$ cat src/rtl/traffic_sensor_conditioner.sv
// traffic_sensor_conditioner
//   Conditions a raw inductive-loop detector into a clean presence level,
//   a latched side-street service request and a saturating arrival count.
//
// Parameters
//   DEBOUNCE_CYCLES  synchronized samples needed to flip vehicle_present (2..255)
//   MIN_PRESENCE     debounced-present cycles needed to raise a request (2..65535)
//   COUNT_WIDTH      width of vehicle_count
//
// Ports
//   clk              single clock, rising edge
//   reset            synchronous, active-high reset
//   loop_raw         asynchronous, bouncy loop-detector input (1 = metal)
//   sensor_ack       controller pulse accepting the pending request
//   count_clear      synchronous clear of vehicle_count
//   traffic_sensor   latched service request (registered)
//   vehicle_present  debounced presence level
//   vehicle_count    saturating count of 0->1 presence transitions
module traffic_sensor_conditioner #(
  parameter int unsigned DEBOUNCE_CYCLES = 16,
  parameter int unsigned MIN_PRESENCE    = 64,
  parameter int unsigned COUNT_WIDTH     = 8
) (
  input  logic                   clk,
  input  logic                   reset,
  input  logic                   loop_raw,
  input  logic                   sensor_ack,
  input  logic                   count_clear,
  output logic                   traffic_sensor,
  output logic                   vehicle_present,
  output logic [COUNT_WIDTH-1:0] vehicle_count
);

  // Elaboration-time parameter range checks.
  if (DEBOUNCE_CYCLES < 2 || DEBOUNCE_CYCLES > 255) begin : g_bad_debounce
    $error("DEBOUNCE_CYCLES out of range 2..255");
  end
  if (MIN_PRESENCE < 2 || MIN_PRESENCE > 65535) begin : g_bad_presence
    $error("MIN_PRESENCE out of range 2..65535");
  end
  if (COUNT_WIDTH < 1) begin : g_bad_width
    $error("COUNT_WIDTH must be at least 1");
  end

  localparam logic [7:0]  DB_LIMIT   = 8'(DEBOUNCE_CYCLES);
  localparam logic [15:0] PRES_LIMIT = 16'(MIN_PRESENCE);

  typedef enum logic [1:0] {
    S_IDLE,
    S_QUALIFY,
    S_REQUEST,
    S_WAIT_CLEAR
  } state_t;

  // ---------------------------------------------------------------------
  // Two-flop synchronizer: the only consumer of loop_raw.
  // ---------------------------------------------------------------------
  logic sync1_q;
  logic sync2_q;

  always_ff @(posedge clk) begin
    if (reset) begin
      sync1_q <= 1'b0;
      sync2_q <= 1'b0;
    end else begin
      sync1_q <= loop_raw;
      sync2_q <= sync1_q;
    end
  end

  // ---------------------------------------------------------------------
  // Debouncer
  // ---------------------------------------------------------------------
  logic [7:0] db_cnt_q;
  logic [7:0] db_cnt_d;
  logic       present_q;
  logic       present_d;
  logic       present_rise;

  // The counter climbs while the synchronized sample disagrees with the
  // debounced level and is cleared on any agreeing sample. The level flips
  // on the edge after the counter holds DEBOUNCE_CYCLES, which together with
  // the two synchronizer stages places the change DEBOUNCE_CYCLES+2 edges
  // after loop_raw is first sampled.
  always_comb begin
    present_d = present_q;
    db_cnt_d  = '0;
    if (sync2_q != present_q) begin
      if (db_cnt_q == DB_LIMIT) begin
        present_d = ~present_q;
        db_cnt_d  = '0;
      end else begin
        db_cnt_d = db_cnt_q + 8'd1;
      end
    end
  end

  assign present_rise = ~present_q & present_d;

  always_ff @(posedge clk) begin
    if (reset) begin
      db_cnt_q  <= '0;
      present_q <= 1'b0;
    end else begin
      db_cnt_q  <= db_cnt_d;
      present_q <= present_d;
    end
  end

  // ---------------------------------------------------------------------
  // Request FSM with saturating presence counter
  // ---------------------------------------------------------------------
  state_t      state_q;
  state_t      state_d;
  logic [15:0] pres_q;
  logic [15:0] pres_d;
  logic [15:0] pres_inc;
  logic        sensor_q;

  assign pres_inc = (pres_q == '1) ? pres_q : pres_q + 16'd1;

  always_comb begin
    state_d = state_q;
    pres_d  = pres_q;
    unique case (state_q)
      S_IDLE: begin
        if (present_q) begin
          state_d = S_QUALIFY;
          pres_d  = 16'd1;
        end
      end
      S_QUALIFY: begin
        if (!present_q) begin
          state_d = S_IDLE;
          pres_d  = '0;
        end else begin
          pres_d = pres_inc;
          // Promote on the edge the count reaches the threshold.
          if (pres_inc == PRES_LIMIT) begin
            state_d = S_REQUEST;
          end
        end
      end
      S_REQUEST: begin
        // Request stays latched regardless of presence until acknowledged.
        if (sensor_ack) begin
          state_d = S_WAIT_CLEAR;
        end
      end
      S_WAIT_CLEAR: begin
        // No re-request until the loop has emptied.
        if (!present_q) begin
          state_d = S_IDLE;
          pres_d  = '0;
        end
      end
      default: begin
        state_d = S_IDLE;
        pres_d  = '0;
      end
    endcase
  end

  // traffic_sensor is registered from the next state so it is high exactly
  // while state_q is S_REQUEST, with no combinational path from inputs.
  always_ff @(posedge clk) begin
    if (reset) begin
      state_q  <= S_IDLE;
      pres_q   <= '0;
      sensor_q <= 1'b0;
    end else begin
      state_q  <= state_d;
      pres_q   <= pres_d;
      sensor_q <= (state_d == S_REQUEST);
    end
  end

  // ---------------------------------------------------------------------
  // Arrival counter: clear wins over a coincident increment.
  // ---------------------------------------------------------------------
  logic [COUNT_WIDTH-1:0] vcount_q;
  logic [COUNT_WIDTH-1:0] vcount_d;

  always_comb begin
    vcount_d = vcount_q;
    if (count_clear) begin
      vcount_d = '0;
    end else if (present_rise && (vcount_q != '1)) begin
      vcount_d = vcount_q + COUNT_WIDTH'(1);
    end
  end

  always_ff @(posedge clk) begin
    if (reset) begin
      vcount_q <= '0;
    end else begin
      vcount_q <= vcount_d;
    end
  end

  assign traffic_sensor  = sensor_q;
  assign vehicle_present = present_q;
  assign vehicle_count   = vcount_q;

endmodule
$ cat config.mk
export PLATFORM = sky130hd
export DESIGN_NAME = traffic_sensor_conditioner
export DESIGN_NICKNAME = d
export VERILOG_FILES = /design/src/rtl/traffic_sensor_conditioner.sv
export SDC_FILE = /design/constraint.sdc
export NUM_CORES = 1
export LEC_CHECK = 0
export CORE_MARGIN = 4
export CORE_UTILIZATION = 60
export DETAILED_ROUTE_END_ITERATION = 7
export HOLD_SLACK_MARGIN = 0.06
export MAX_ROUTING_LAYER = met4
export PLACE_DENSITY_LB_ADDON = 0.15
export SLEW_MARGIN = 40
export SYNTH_ARGS = -nofsm -noshare
export SYNTH_HDL_FRONTEND = slang
export SYNTH_SLANG_ARGS = --single-unit
$ cat constraint.sdc
create_clock -name clk -period 4.6 [get_ports clk]
set_input_delay 0.46 -clock clk [delete_from_list [all_inputs] [get_ports clk]]
set_output_delay 0.46 -clock clk [all_outputs]
set_load 0.05 [all_outputs]
==> reports/qor.json, run 1 <==
{
  "num_vias": {"value": 1989},
  "first_global_vias": {"value": 1689},
  "rsz0062_at_grt": {"value": "false"},
  "synth_async_sr_flop_share": {"value": 0},
  "setup_viol": {"value": 0},
  "worst_setup_hold_path_clk_slew": {"value": 80, "unit": "ps"},
  "ctsHoldBuffers": {"value": 0},
  "status": {"value": "completed"},
  "worst_hold_slack": {"value": 475, "unit": "ps"},
  "n_antenna_cell": {"value": 0},
  "worstMarginPinSlew": {"value": 814, "unit": "ps"},
  "synth_warnings": {"value": 0},
  "worst-endpoint-arrival": {"value": 2960, "unit": "ps"},
  "min_delay_path_depth": {"value": 1},
  "fp-row-count": {"value": 21},
  "reg2reg_to": {"value": "state_q[0]"},
  "fillers": {"value": 287},
  "area_growth_syn_to_layout": {"value": 10.2, "unit": "%"},
  "die_h": {"value": 68.8, "unit": "um"},
  "grtUsageTotal": {"value": 0.231},
  "overflow": {"value": 0},
  "yosys_register_bits": {"value": 38},
  "die_x": {"value": 68.8, "unit": "um"},
  "cp-end-kind": {"value": "register"},
  "netlist_top_cells_area": {"value": "dfxtp_1 (34%), nor2_1 (6.8%), a21oi_1 (3.8%)"},
  "post-synth-top-area-cell": {"value": "dfxtp_1"},
  "route.detailed.drc": {"value": 0},
  "ioPinCount": {"value": 15},
  "gpl.final_weighted_congestion": {"value": 0.885},
  "routed_wire_length_per_instance": {"value": 14.7, "unit": "um"},
  "max_ir_drop_vdd": {"value": 0.180, "unit": "mV"},
  "grt_start_max_net_pins": {"value": 26},
  "floorplan.initialDensity": {"value": 0.643},
  "max_cap_violations": {"value": 0},
  "regToRegSetupSlack": {"value": 1810, "unit": "ps"},
  "critical_path.max_fanout": {"value": 11},
  "post-route-period-util": {"value": 0.605},
  "multiInputGateArea": {"value": 0.00134, "unit": "mm^2"},
  "synthesis.area_per_instance": {"value": 8.11, "unit": "um^2"},
  "storage_cell_area": {"value": 761, "unit": "um^2"},
  "finalClockSkew": {"value": 5.99, "unit": "ps"},
  "grt_pass1_wl": {"value": 7950, "unit": "um"},
  "core_region_area": {"value": 0.00344, "unit": "mm^2"},
  "route.final.wire_length": {"value": 4760, "unit": "um"},
  "worst_hold_path_type": {"value": "register to register"},
  "postCtsSetupBuffers": {"value": 0},
  "setup.worst_path.start_class": {"value": "register"},
  "placement.io_buffers": {"value": 14},
  "dpl.hpwl": {"value": 3180, "unit": "um"},
  "slew-limit-headroom": {"value": 0.457},
  "syn_area": {"value": 0.00221, "unit": "mm^2"},
  "clockRootBuffer": {"value": "clkbuf_8"},
  "synth.yosys.seq_area_share": {"value": 0.344},
  "number_of_hold_violations_in_the_final_report": {"value": 0},
  "min_from": {"value": "sync1_q"},
  "timing.reg2reg.worst_path_depth": {"value": 7},
  "min_delay_worst_endpoint": {"value": "sync2_q"},
  "finish.net_count": {"value": 287},
  "number_of_enable_type_register_cells_in_the_synthesized_netlist": {"value": 0},
  "layout-drive-gt1-share": {"value": 0.0935},
  "synth_nets": {"value": 282},
  "timing.rr.start": {"value": "pres_q[0]"},
  "drtPass1Iterations": {"value": 4},
  "tritoncts": {"value": "built"},
  "totalNegativeSetupSlack": {"value": 0, "unit": "ps"},
  "h-tree-depth": {"value": 2},
  "cts_resized": {"value": 0},
  "final_antenna_net_count": {"value": 0},
  "antenna_found_initial": {"value": 0},
  "utilization": {"value": 0.709},
  "most_common_flop_cell_mapped_by_yosys": {"value": "dfxtp_1"},
  "cp.required": {"value": 4780, "unit": "ps"},
  "synth_cells": {"value": 273},
  "synthDistinctLibCells": {"value": 59},
  "routed_via_density": {"value": 6.14},
  "clock_latency": {"value": 290, "unit": "ps"},
  "cts_buffer_depth": {"value": 2},
  "tritoncts.num_buffers": {"value": 5},
  "critical_setup_path_kind": {"value": "register to register"},
  "post-synth-top-area-fraction": {"value": 0.344},
  "timing.final.crit_period": {"value": 2790, "unit": "ps"},
  "cts_num_sinks": {"value": 38},
  "power_density": {"value": 258, "unit": "mW/mm^2"},
  "dr.first_iter.drc_count": {"value": 179},
  "maxSlewViolCount": {"value": 0},
  "p_leak": {"value": 0.792, "unit": "nW"},
  "fmax": {"value": 359, "unit": "MHz"},
  "dieArea": {"value": 0.00473, "unit": "mm^2"}
}
-- flip-flops by register name (all words and copies together), names as in the netlist --
register / cells
db_cnt_q: 8
pres_q: 16
state_q: 2
sync1_q: 1
sync2_q: 1
traffic_sensor: 1
vehicle_count: 8
vehicle_present: 1
-- placed cells by master, fill, tap and decap left out, drive strengths merged, types with 3 or more instances in the layout --
master and count:
nor2 40, dfxtp 38, nand2 19, a21oi 18
nand3 15, o21ai 14, clkdlybuf4s50 14, nor3 10
nand4 10, xnor2 8, xor2 8, inv 7
clkbuf 6, a311oi 5, and3 5, and2 4
nor2b 4, a31oi 4, ha 4, nor4 4
a211oi 4, a22oi 3, or3 3
-- kinds of logic after synthesis --
| logic type | count (synthesis) | share of synthesized area |
|---|---|---|
| xor gates and xnor gates | 16 | 0.0633 |
| adders and majority gates | 4 | 0.0226 |
| buffers and inverters | 24 | 0.0537 |
| AOI/OAI and AO/OA | 64 | 0.193 |
| and+or+nand+nor | 123 | 0.305 |
| muxes | 4 | 0.0192 |
| DFF | 38 | 0.344 |
-- worst max-delay path, stage by stage (launching register included) --
cell      delay, ps
dfxtp_1         480
ha_1            460
nand4_4         200
nor4_1          370
mux2_2          390
a211oi_1        300
nand4_2         200
o31a_1          270
-- report_power, final --
part	total (mW)	switching, mW	internal [mW]
sequential	0.331	0.000743	0.330
combinational	0.0121	0.00676	0.00529
clock	0.287	0.114	0.173
-- cell type report --
| type | count | share of cell area |
|---|---|---|
| inverters | 7 | 0.0108 |
| clock inverters | 1 | 0.0123 |
| multi-input cells | 211 | 0.547 |
| well taps | 46 | 0.0236 |
| repair buffers | 15 | 0.0605 |
| clock buffers | 6 | 0.0338 |
| flip-flops and latches | 38 | 0.312 |
-- synthesized netlist by cell type, drive strengths merged (5+ instances only) --
master,number
and3,5
xor2,8
clkbuf,10
a21oi,18
nor2,40
a311oi,5
inv,7
o21ai,14
nand3,15
nor3,10
xnor2,8
dfxtp,38
nand2,19
buf,7
nand4,10
-- worst max-delay path by stage --
stage	start	endpoint	slack, ps	cells past startpoint
4_1_cts	pres_q[0]	state_q[0]	1880	7
2_1_floorplan	pres_q[0]	state_q[0]	2380	7
6_report	pres_q[0]	state_q[0]	1810	7
3_3_place_gp	pres_q[0]	state_q[0]	2020	7
5_1_grt	pres_q[0]	state_q[0]	1700	7
3_5_place_dp	pres_q[0]	state_q[0]	1920	7
-- through the flow --
step / total power, mW / instance area [um^2] / std cells / setup WS, ps
4_1_cts: 0.637 / 2440 / 324 / 1880
2_1_floorplan: 0.344 / 2210 / 273 / 2380
6_report: 0.630 / 2440 / 324 / 1810
3_3_place_gp: 0.350 / 2330 / 317 / 2020
5_1_grt: 0.653 / 2440 / 324 / 1700
3_5_place_dp: 0.350 / 2330 / 317 / 1920
-- per-layer routing --
layer	vias up	global-route usage	part of all wire
met3	10	0.0486	0.058
met2	61	0.338	0.44
met4	0	0.0827	0.019
met5	-	-	0
met1	919	0.314	0.49
li1	999	-	-
(Power assumes the default switching activity.)
==> inputs of run 2 (changes only) <==
- CORE_UTILIZATION: 60 -> 58
- clock period: 4.6 -> 2.8 ns (I/O delays scaled with it)
==> reports/qor.json, run 2 (synthesis results as in run 1) <==
{
  "status": {"value": "completed", "change": "unchanged"},
  "floorplan.initialDensity": {"value": 0.600, "change": "was 0.643"},
  "timing.rr.start": {"value": "pres_q[0]", "change": "unchanged"},
  "ioPinCount": {"value": 15, "change": "unchanged"},
  "path_depth": {"value": 7, "change": "unchanged"},
  "cts_resized": {"value": 0, "change": "unchanged"},
  "critPathMaxStageDelay": {"value": 450, "unit": "ps", "change": "was 480 ps"},
  "overflow": {"value": 0, "change": "unchanged"},
  "dieArea": {"value": 0.00487, "unit": "mm^2", "change": "was 0.00473 mm^2"},
  "core_region_area": {"value": 0.00369, "unit": "mm^2", "change": "was 0.00344 mm^2"},
  "rsz0062_at_grt": {"value": "false", "change": "unchanged"},
  "max_ffs_per_register": {"value": 16, "change": "unchanged"},
  "timing.final.crit_period": {"value": 2610, "unit": "ps", "change": "was 2790 ps"},
  "crit_path_top_delay_cell": {"value": "dfxtp_1", "change": "unchanged"},
  "first_global_vias": {"value": 1831, "change": "was 1689"},
  "drtPass1Iterations": {"value": 4, "change": "unchanged"},
  "ctsHoldBuffers": {"value": 0, "change": "unchanged"},
  "worst_hold_slack": {"value": 464, "unit": "ps", "change": "was 475 ps"},
  "route.final.wire_length": {"value": 4750, "unit": "um", "change": "was 4760 um"},
  "layout.cells.most_common": {"value": "nor2_1", "change": "unchanged"},
  "layout.cells.non_filler": {"value": 331, "change": "was 324"},
  "clock_latency": {"value": 300, "unit": "ps", "change": "was 290 ps"},
  "h-tree-depth": {"value": 2, "change": "unchanged"},
  "top_register": {"value": "pres_q", "change": "unchanged"},
  "num_vias": {"value": 1927, "change": "was 1989"},
  "placement.io_buffers": {"value": 14, "change": "unchanged"},
  "dpl.hpwl": {"value": 3330, "unit": "um", "change": "was 3180 um"},
  "power_density": {"value": 458, "unit": "mW/mm^2", "change": "was 258 mW/mm^2"},
  "finalClockSkew": {"value": 11.9, "unit": "ps", "change": "was 5.99 ps"},
  "slew-limit-headroom": {"value": 0.612, "change": "was 0.457"},
  "worst-endpoint-arrival": {"value": 2810, "unit": "ps", "change": "was 2960 ps"},
  "stdcell_area": {"value": 0.00250, "unit": "mm^2", "change": "was 0.00244 mm^2"},
  "placement.cell_area": {"value": 0.00236, "unit": "mm^2", "change": "was 0.00233 mm^2"},
  "setup_viol": {"value": 0, "change": "unchanged"},
  "dr.first_iter.drc_count": {"value": 120, "change": "was 179"},
  "p_leak": {"value": 0.828, "unit": "nW", "change": "was 0.792 nW"},
  "post-route-period-util": {"value": 0.934, "change": "was 0.605"},
  "die_x": {"value": 69.8, "unit": "um", "change": "was 68.8 um"},
  "finish.net_count": {"value": 291, "change": "was 287"},
  "critical_setup_path_kind": {"value": "register to register", "change": "unchanged"},
  "worstSetupStartpoint": {"value": "pres_q[0]", "change": "unchanged"},
  "cp-end-kind": {"value": "register", "change": "unchanged"},
  "min_from": {"value": "sync1_q", "change": "unchanged"},
  "cts_num_sinks": {"value": 38, "change": "unchanged"},
  "routed_wire_length_per_instance": {"value": 14.4, "unit": "um", "change": "was 14.7 um"},
  "dpl_worst_slack": {"value": 255, "unit": "ps", "change": "was 1920 ps"},
  "regToRegSetupSlack": {"value": 190, "unit": "ps", "change": "was 1810 ps"},
  "n_antenna_cell": {"value": 0, "change": "unchanged"},
  "cts_buffer_depth": {"value": 2, "change": "unchanged"},
  "totalNegativeSetupSlack": {"value": 0, "unit": "ps", "change": "unchanged"},
  "maxSlewViolCount": {"value": 0, "change": "unchanged"},
  "fmax": {"value": 383, "unit": "MHz", "change": "was 359 MHz"},
  "antenna_found_initial": {"value": 0, "change": "unchanged"},
  "fp-row-count": {"value": 22, "change": "was 21"},
  "cp.required": {"value": 2990, "unit": "ps", "change": "was 4780 ps"},
  "setup.worst_path.start_class": {"value": "register", "change": "unchanged"},
  "total_power": {"value": 1.15, "unit": "mW", "change": "was 0.630 mW"},
  "dpl.cell_count": {"value": 323, "change": "was 317"},
  "critical_path_cell_by_cell": {"value": "ha_1 > nand4_4 > nor4_1 > mux2_2 > a211oi_1 > nand4_2 > o31a_1", "change": "unchanged"},
  "min_delay_path_depth": {"value": 1, "change": "unchanged"},
  "number_of_hold_violations_in_the_final_report": {"value": 0, "change": "unchanged"},
  "area_growth_syn_to_layout": {"value": 13.0, "unit": "%", "change": "was 10.2%"},
  "critical_path.max_fanout": {"value": 8, "change": "was 11"},
  "fillers": {"value": 334, "change": "was 287"},
  "final_antenna_net_count": {"value": 0, "change": "unchanged"},
  "gpl.final_weighted_congestion": {"value": 0.966, "change": "was 0.885"},
  "grtUsageTotal": {"value": 0.217, "change": "was 0.231"},
  "postCtsSetupBuffers": {"value": 0, "change": "unchanged"},
  "utilization": {"value": 0.678, "change": "was 0.709"},
  "route.detailed.drc": {"value": 0, "change": "unchanged"},
  "max_ir_drop_vdd": {"value": 0.341, "unit": "mV", "change": "was 0.180 mV"},
  "post-route-worst-setup-slack": {"value": 186, "unit": "ps", "change": "was 1810 ps"},
  "worst_setup_hold_path_clk_slew": {"value": 70, "unit": "ps", "change": "was 80 ps"},
  "tritoncts": {"value": "built", "change": "unchanged"},
  "worstMarginPinSlew": {"value": 581, "unit": "ps", "change": "was 814 ps"},
  "clockRootBuffer": {"value": "clkbuf_8", "change": "unchanged"},
  "max_cap_violations": {"value": 0, "change": "unchanged"},
  "grt_pass1_wl": {"value": 8450, "unit": "um", "change": "was 7950 um"},
  "layout-drive-gt1-share": {"value": 0.110, "change": "was 0.0935"},
  "cp_num_buf_inv": {"value": 0, "change": "unchanged"},
  "die_h": {"value": 69.8, "unit": "um", "change": "was 68.8 um"},
  "tritoncts.num_buffers": {"value": 5, "change": "unchanged"},
  "grt_start_max_net_pins": {"value": 14, "change": "was 26"},
  "worst_hold_path_type": {"value": "register to register", "change": "unchanged"},
  "routed_via_density": {"value": 5.82, "change": "was 6.14"},
  "critPathTopFamily": {"value": "simple AND/OR/NAND/NOR gates", "change": "unchanged"},
  "timing.reg2reg.worst_path_depth": {"value": 7, "change": "unchanged"},
  "layout.cells.most_common_list": {"value": "nor2_1 (40), dfxtp_1 (38), nand2_1 (19)", "change": "unchanged"}
}
run 2: worst reg2reg max path, cell delays in order (launching register included):
cell and delay, ps:
dfxtp_1 450, ha_1 320, nand4_4 180, nor4_1 360, mux2_2 390, a211oi_1 300
nand4_2 230, o31a_1 280
run 2: where the power goes:
part / leakage (nW) / internal [mW] / total (mW) / switching (mW)
sequential: 0.306 / 0.542 / 0.543 / 0.00138
clock: 0.0714 / 0.380 / 0.583 / 0.203
combinational: 0.450 / 0.00869 / 0.0194 / 0.0107
run 2: path summary, 6_finish.rpt:
kind / end
min: sync2_q
max reg2reg: state_q[0]
max: state_q[0]
min reg2reg: sync2_q
run 2: cell type report:
type	instances	area, um^2	area share
flip-flops and latches	38	761	0.304
clock inverters	2	60.1	0.0240
multi-input cells	211	1340	0.533
repair buffers	19	178	0.0710
inverters	7	26.3	0.0105
clock buffers	6	82.6	0.0330
well taps	48	60.1	0.0240
run 2: per-layer routing:
metal  routed length (um)  GRT usage  vias to the layer above
met3                  178     0.0638                        4
met2                 2110      0.335                       27
met4                   35     0.0447                        0
met1                 2430      0.283                      896
li1                     -          -                     1000
met5                    0          -                        -
